**src/rtl/key_search_arbiter.sv**
```systemverilog
// Collects success/failure/key outputs from replicated RC4 cracking cores,
// selects a single winner, broadcasts stop and reports result plus search time.
module key_search_arbiter #(
    parameter int NUM_CORES = 4,
    parameter int KEY_WIDTH = 24,
    parameter int CNT_WIDTH = 32
) (
    input  logic                           clk,
    input  logic                           reset_n,
    input  logic                           start,
    input  logic [NUM_CORES-1:0]           core_success,
    input  logic [NUM_CORES-1:0]           core_failure,
    input  logic [NUM_CORES*KEY_WIDTH-1:0] core_key,
    output logic                           cores_reset_n,
    output logic                           stop,
    output logic                           busy,
    output logic                           found,
    output logic                           exhausted,
    output logic [$clog2(NUM_CORES)-1:0]   winner_idx,
    output logic [KEY_WIDTH-1:0]           found_key,
    output logic [CNT_WIDTH-1:0]           search_cycles
);

    localparam int IDX_W = $clog2(NUM_CORES);

    typedef enum logic [2:0] {
        ST_IDLE   = 3'd0,
        ST_CLEAR  = 3'd1,
        ST_SEARCH = 3'd2,
        ST_FOUND  = 3'd3,
        ST_EXH    = 3'd4
    } state_t;

    state_t                         state_q;
    logic                           clr_cnt_q;
    logic [NUM_CORES-1:0]           s_q;
    logic [NUM_CORES-1:0]           f_q;
    logic [NUM_CORES*KEY_WIDTH-1:0] k_q;
    logic [NUM_CORES-1:0]           fail_seen_q;
    logic                           cores_reset_n_q;
    logic                           stop_q;
    logic                           found_q;
    logic                           exhausted_q;
    logic [IDX_W-1:0]               winner_idx_q;
    logic [KEY_WIDTH-1:0]           found_key_q;
    logic [CNT_WIDTH-1:0]           search_cycles_q;

    logic [IDX_W-1:0]               win_idx_d;
    logic [KEY_WIDTH-1:0]           win_key_d;
    logic [CNT_WIDTH-1:0]           search_cycles_d;
    logic                           any_succ_s;
    logic                           all_fail_s;

    // Lowest-index priority select over the registered copies keeps key and flag coherent
    always_comb begin
        win_idx_d = {IDX_W{1'b0}};
        win_key_d = {KEY_WIDTH{1'b0}};
        for (int i = NUM_CORES - 1; i >= 0; i--) begin
            win_idx_d = s_q[i] ? IDX_W'(i) : win_idx_d;
            win_key_d = s_q[i] ? k_q[i*KEY_WIDTH +: KEY_WIDTH] : win_key_d;
        end
        any_succ_s      = |s_q;
        all_fail_s      = &(fail_seen_q | f_q);
        search_cycles_d = (search_cycles_q == {CNT_WIDTH{1'b1}}) ? search_cycles_q
                        : search_cycles_q + {{(CNT_WIDTH-1){1'b0}}, 1'b1};
    end

    // Single register stage on all core outputs
    always_ff @(posedge clk or negedge reset_n) begin
        if (!reset_n) begin
            s_q <= {NUM_CORES{1'b0}};
            f_q <= {NUM_CORES{1'b0}};
            k_q <= {(NUM_CORES*KEY_WIDTH){1'b0}};
        end else begin
            s_q <= core_success;
            f_q <= core_failure;
            k_q <= core_key;
        end
    end

    // Search control FSM with registered result and core-control outputs
    always_ff @(posedge clk or negedge reset_n) begin
        if (!reset_n) begin
            state_q         <= ST_IDLE;
            clr_cnt_q       <= 1'b0;
            fail_seen_q     <= {NUM_CORES{1'b0}};
            cores_reset_n_q <= 1'b0;
            stop_q          <= 1'b0;
            found_q         <= 1'b0;
            exhausted_q     <= 1'b0;
            winner_idx_q    <= {IDX_W{1'b0}};
            found_key_q     <= {KEY_WIDTH{1'b0}};
            search_cycles_q <= {CNT_WIDTH{1'b0}};
        end else begin
            case (state_q)
                ST_IDLE, ST_FOUND, ST_EXH: begin
                    if (start) begin
                        state_q         <= ST_CLEAR;
                        clr_cnt_q       <= 1'b0;
                        cores_reset_n_q <= 1'b0;
                        stop_q          <= 1'b0;
                        found_q         <= 1'b0;
                        exhausted_q     <= 1'b0;
                        winner_idx_q    <= {IDX_W{1'b0}};
                        found_key_q     <= {KEY_WIDTH{1'b0}};
                        search_cycles_q <= {CNT_WIDTH{1'b0}};
                    end else begin
                        state_q <= state_q;
                    end
                end
                ST_CLEAR: begin
                    fail_seen_q <= {NUM_CORES{1'b0}};
                    if (clr_cnt_q) begin
                        state_q         <= ST_SEARCH;
                        clr_cnt_q       <= 1'b0;
                        cores_reset_n_q <= 1'b1;
                    end else begin
                        clr_cnt_q <= 1'b1;
                    end
                end
                ST_SEARCH: begin
                    search_cycles_q <= search_cycles_d;
                    fail_seen_q     <= fail_seen_q | f_q;
                    // Success takes precedence over a simultaneous final failure
                    if (any_succ_s) begin
                        state_q      <= ST_FOUND;
                        found_q      <= 1'b1;
                        stop_q       <= 1'b1;
                        winner_idx_q <= win_idx_d;
                        found_key_q  <= win_key_d;
                    end else if (all_fail_s) begin
                        state_q     <= ST_EXH;
                        exhausted_q <= 1'b1;
                        stop_q      <= 1'b1;
                    end else begin
                        state_q <= ST_SEARCH;
                    end
                end
                default: begin
                    state_q         <= ST_IDLE;
                    clr_cnt_q       <= 1'b0;
                    cores_reset_n_q <= 1'b0;
                    stop_q          <= 1'b0;
                end
            endcase
        end
    end

    assign busy          = (state_q == ST_CLEAR) || (state_q == ST_SEARCH);
    assign cores_reset_n = cores_reset_n_q;
    assign stop          = stop_q;
    assign found         = found_q;
    assign exhausted     = exhausted_q;
    assign winner_idx    = winner_idx_q;
    assign found_key     = found_key_q;
    assign search_cycles = search_cycles_q;

endmodule

```
**config.mk**
```make
export PLATFORM = sky130hd
export DESIGN_NAME = key_search_arbiter
export DESIGN_NICKNAME = d
export VERILOG_FILES = /design/src/rtl/key_search_arbiter.sv
export SDC_FILE = /design/constraint.sdc
export NUM_CORES = 1
export LEC_CHECK = 0
export CAP_MARGIN = 25
export CORE_MARGIN = 4
export CORE_UTILIZATION = 44
export CTS_CLUSTER_DIAMETER = 120
export DETAILED_ROUTE_END_ITERATION = 16
export PLACE_DENSITY_LB_ADDON = 0.05
export SLEW_MARGIN = 20
export SYNTH_ARGS = -nofsm -noshare
export SYNTH_HDL_FRONTEND = slang
export SYNTH_SLANG_ARGS = --single-unit
```
**constraint.sdc**
```tcl
create_clock -name clk -period 1.97 [get_ports clk]
set_input_delay 0.394 -clock clk [delete_from_list [all_inputs] [get_ports clk]]
set_output_delay 0.394 -clock clk [all_outputs]
set_load 0.02 [all_outputs]
```
==> impl_metrics.yaml <==
global_routing:
  grt_pass1_vias: 5679
  antenna_found_initial: 0
  gr-total-overflow: 0
  grt_pass1_wl_mm: 28.9
  grtUsageTotal: 0.207
  grt_max_degree: 62
worst_setup_path:
  rr_startpoint: "search_cycles[0]"
  cp_num_buf_inv: 2
  crit_fanout: 8
  worstSetupPathType: "register to output port"
  max_stage_delay_ns: 0.60
  crit_family: "buffers and inverters"
  worst-r2r-cell-count: 6
  cp.required_ns: 1.58
  rrSetupSlack_ns: 0.13
  worstPathCellList: "buf_4 -> clkdlybuf4s50_1"
  cp.arrival_ns: 1.52
  regToRegEndpoint: "search_cycles[30]"
  cp-start-kind: "register"
  crit_path_end_kind: "output port"
  cp_slowest_cell: "clkdlybuf4s50_1"
sta:
  finalHoldViolCount: 0
  finalHoldWorstSlack_ns: 0.400
  fmax_ghz: 0.522
  min_period_ns: 1.92
  slew_headroom: 0.640
  finalSetupViolCount: 0
  finalMaxSlewViolations: 0
  worst_pin_slew_ns: 0.537
  finClkSkew_ns: 0.00873
  rsz0062_at_grt: "yes"
  timing.final.crit_share: 0.972
route:
  wirelength_met1_mm: 7.62
  dr.max_layer_used: "met4"
  dr.pass1.iters: 5
  dr_wl_met2_mm: 8.55
  vias: 5406
  wl_met3_mm: 1.08
  drc: 0
  routed_wl_mm: 17.5
  wl_per_cell_um: 17.5
  antenna_left: 0
  viasPerCell: 5.41
  drt_iter0_markers: 353
logic_synthesis:
  avgSynthCellArea_um2: 11.2
  synthDistinctLibCells: 52
  synth_area_mm2: 0.00672
  syn_inst: 598
  synth_warnings: 0
  ys_ff_latch: 174
  synth_edf_count: 0
  synthArstFlopShare: 1.00
  synth_seq_area_share: 0.648
  synth_ff_type: "dfrtp_1"
  syn_nets: 706
power:
  p_int_uw: 6980
  vdd_drop_max_mv: 0.670
  finalPower_uw: 10200
  p_comb_frac: 0.268
  switchingPower_uw: 3220
  netSwitchingFraction: 0.316
  p_leak_uw: 0.00419
  powerDensity_mw_per_mm2: 1060
  p_clk_frac: 0.315
  seqPwrFrac: 0.417
final_layout:
  drive_above_1_share: 0.136
  fin_area_mm2: 0.00960
  fin_util: 0.651
  diodes: 0
  syn_to_final_growth_pct: 42.9
  instances_no_fill: 1000
  fin_nets: 912
die:
  ioPinCount: 170
  die_x_um: 132
  dieHeight_um: 132
  coreArea_mm2: 0.0148
  initial_core_util: 0.455
  die-area_mm2: 0.0173
  floorplan.rows: 44
cts:
  root_buffer: "clkbuf_16"
  clk_pin_slew_ns: 0.07
  cts_tree: "done"
  cts_made_buffers: 17
  cts.htree.levels: 4
  cts_buffer_depth: 2
  clk-insertion-delay-late_ns: 0.42
  clkSinkCount: 174
worst_hold_path:
  hp-class: "input port to register"
  min_from: "core_key[60]"
  min_path_cells: 1
  min_delay_worst_endpoint: "k_q[60]"
placement:
  placedCellCount: 959
  place_congestion: 0.854
  port_buffers: 169
  hpwl_mm: 11.9
  placed_cell_area_mm2: 0.00889
flow_run:
  max-cap-violations: 0
status:
  status: "completed"
-- worst reg2reg max path, cell delays in order, from the launching register on --
cell     delay [ns]
dfrtp_2        0.37
ha_1           0.18
nand3_2        0.14
or4_4          0.53
nor3_2         0.22
mux2i_1        0.20
nand3_1        0.08
-- synthesized netlist by cell type, types with 4 or more instances --
cell      number  share of area
dfrtp_1      174           0.65
nand2_1       57          0.032
o21ai_0       54          0.040
a21oi_1       50          0.037
clkbuf_1      29          0.016
nor3_1        28          0.021
nor2b_1       27          0.025
a221oi_1      24          0.031
nor2_1        23          0.013
o21ai_1       23          0.017
nand3_1       14          0.010
nand4_1        9         0.0084
a31oi_1        8         0.0074
buf_4          7         0.0078
o31ai_1        6         0.0067
and3_1         5         0.0047
and4_1         5         0.0065
buf_2          4         0.0030
inv_1          4         0.0022
nand2b_1       4         0.0037
-- routing by layer --
layer  vias to the layer above  GRT usage
met5                         -          0
met4                         0     0.0636
met3                        19     0.0589
met2                       184      0.338
met1                      2620      0.271
li1                       2583          -
-- registers in the layout, summed over array words and instances (netlist names) --
name	count
state_q	3
f_q	4
found	1
winner_idx	2
s_q	4
stop	1
found_key	24
clr_cnt_q	1
fail_seen_q	4
search_cycles	32
exhausted	1
cores_reset_n	1
k_q	96
-- layout by cell type, fill, tap and decap left out, types with 5 or more instances in the layout --
cell type	Yosys	final
nand4_1	9	9
dfrtp_2	0	5
and3_1	5	5
o31ai_1	6	6
and4_1	5	5
a221oi_1	24	24
nor2b_1	27	25
clkbuf_16	0	17
buf_12	0	5
nor2_1	23	23
a21oi_1	50	50
a31oi_1	8	8
clkdlybuf4s50_1	0	156
o21ai_1	23	24
nand3_1	14	13
o21ai_0	54	53
buf_4	7	52
dfrtp_1	174	169
nor3_1	28	27
dlygate4sd2_1	0	5
dlymetal6s2s_1	0	6
nand2_1	57	57
-- kinds of logic after synthesis --
logic type,synth area share
adders and majority gates,0.00186
AOI/OAI and AO/OA,0.167
DFF,0.648
and+or+nand+nor,0.151
buffers and inverters,0.0305
muxes,0.00149
-- area by class of cell --
type	instances	area (um2)
Fill cell	1188	5150
Sequential cell	174	4360
Tap cell	184	230
Clock buffer	18	429
Inverter	4	15.0
Clock inverter	13	134
Timing Repair Buffer	228	2210
Multi-Input combinational cell	379	2230
-- repair_timing --
| action | in CTS | in global routing |
|---|---|---|
| setup buffers | 4 | 4 |
| setup endpoints to repair | 53 | 31 |
| pin swaps | 2 | 1 |
| gates cloned | 1 | 0 |
| gates resized for setup | 13 | 14 |
| endpoints found under the hold margin | 38 | 0 |
| hold buffers | 1 | 0 |
-- worst max-delay path by stage --
stage,to,slack (ns),depth (start not counted),start
3_3_place_gp,search_cycles[10],-0.22,6,start
5_1_grt,search_cycles[3],-0.02,1,search_cycles[3]
4_1_cts,search_cycles[24],0.004,2,search_cycles[24]
2_1_floorplan,search_cycles[30],0.07,6,search_cycles[0]
3_5_place_dp,search_cycles[31],-0.24,6,start
6_report,search_cycles[14],0.05,2,search_cycles[14]
-- power by group through the flow --
| stage | clock, uW | sequential [uW] | combinational [uW] |
|---|---|---|---|
| 2_1_floorplan | 0 | 4540 | 1030 |
| 3_3_place_gp | 0 | 4290 | 2530 |
| 3_5_place_dp | 0 | 4310 | 2580 |
| 4_1_cts | 3280 | 4250 | 2760 |
| 5_1_grt | 3450 | 4310 | 2970 |
| 6_report | 3210 | 4260 | 2740 |
-- metrics by stage --
step                TNS, ns  setup slack (ns)
floorplan                 0            0.0723
global placement      -9.06            -0.217
detailed placement   -10.23            -0.243
CTS                       0           0.00379
global route        -0.0197           -0.0197
finish                    0            0.0549
(Power assumes the default switching activity.)
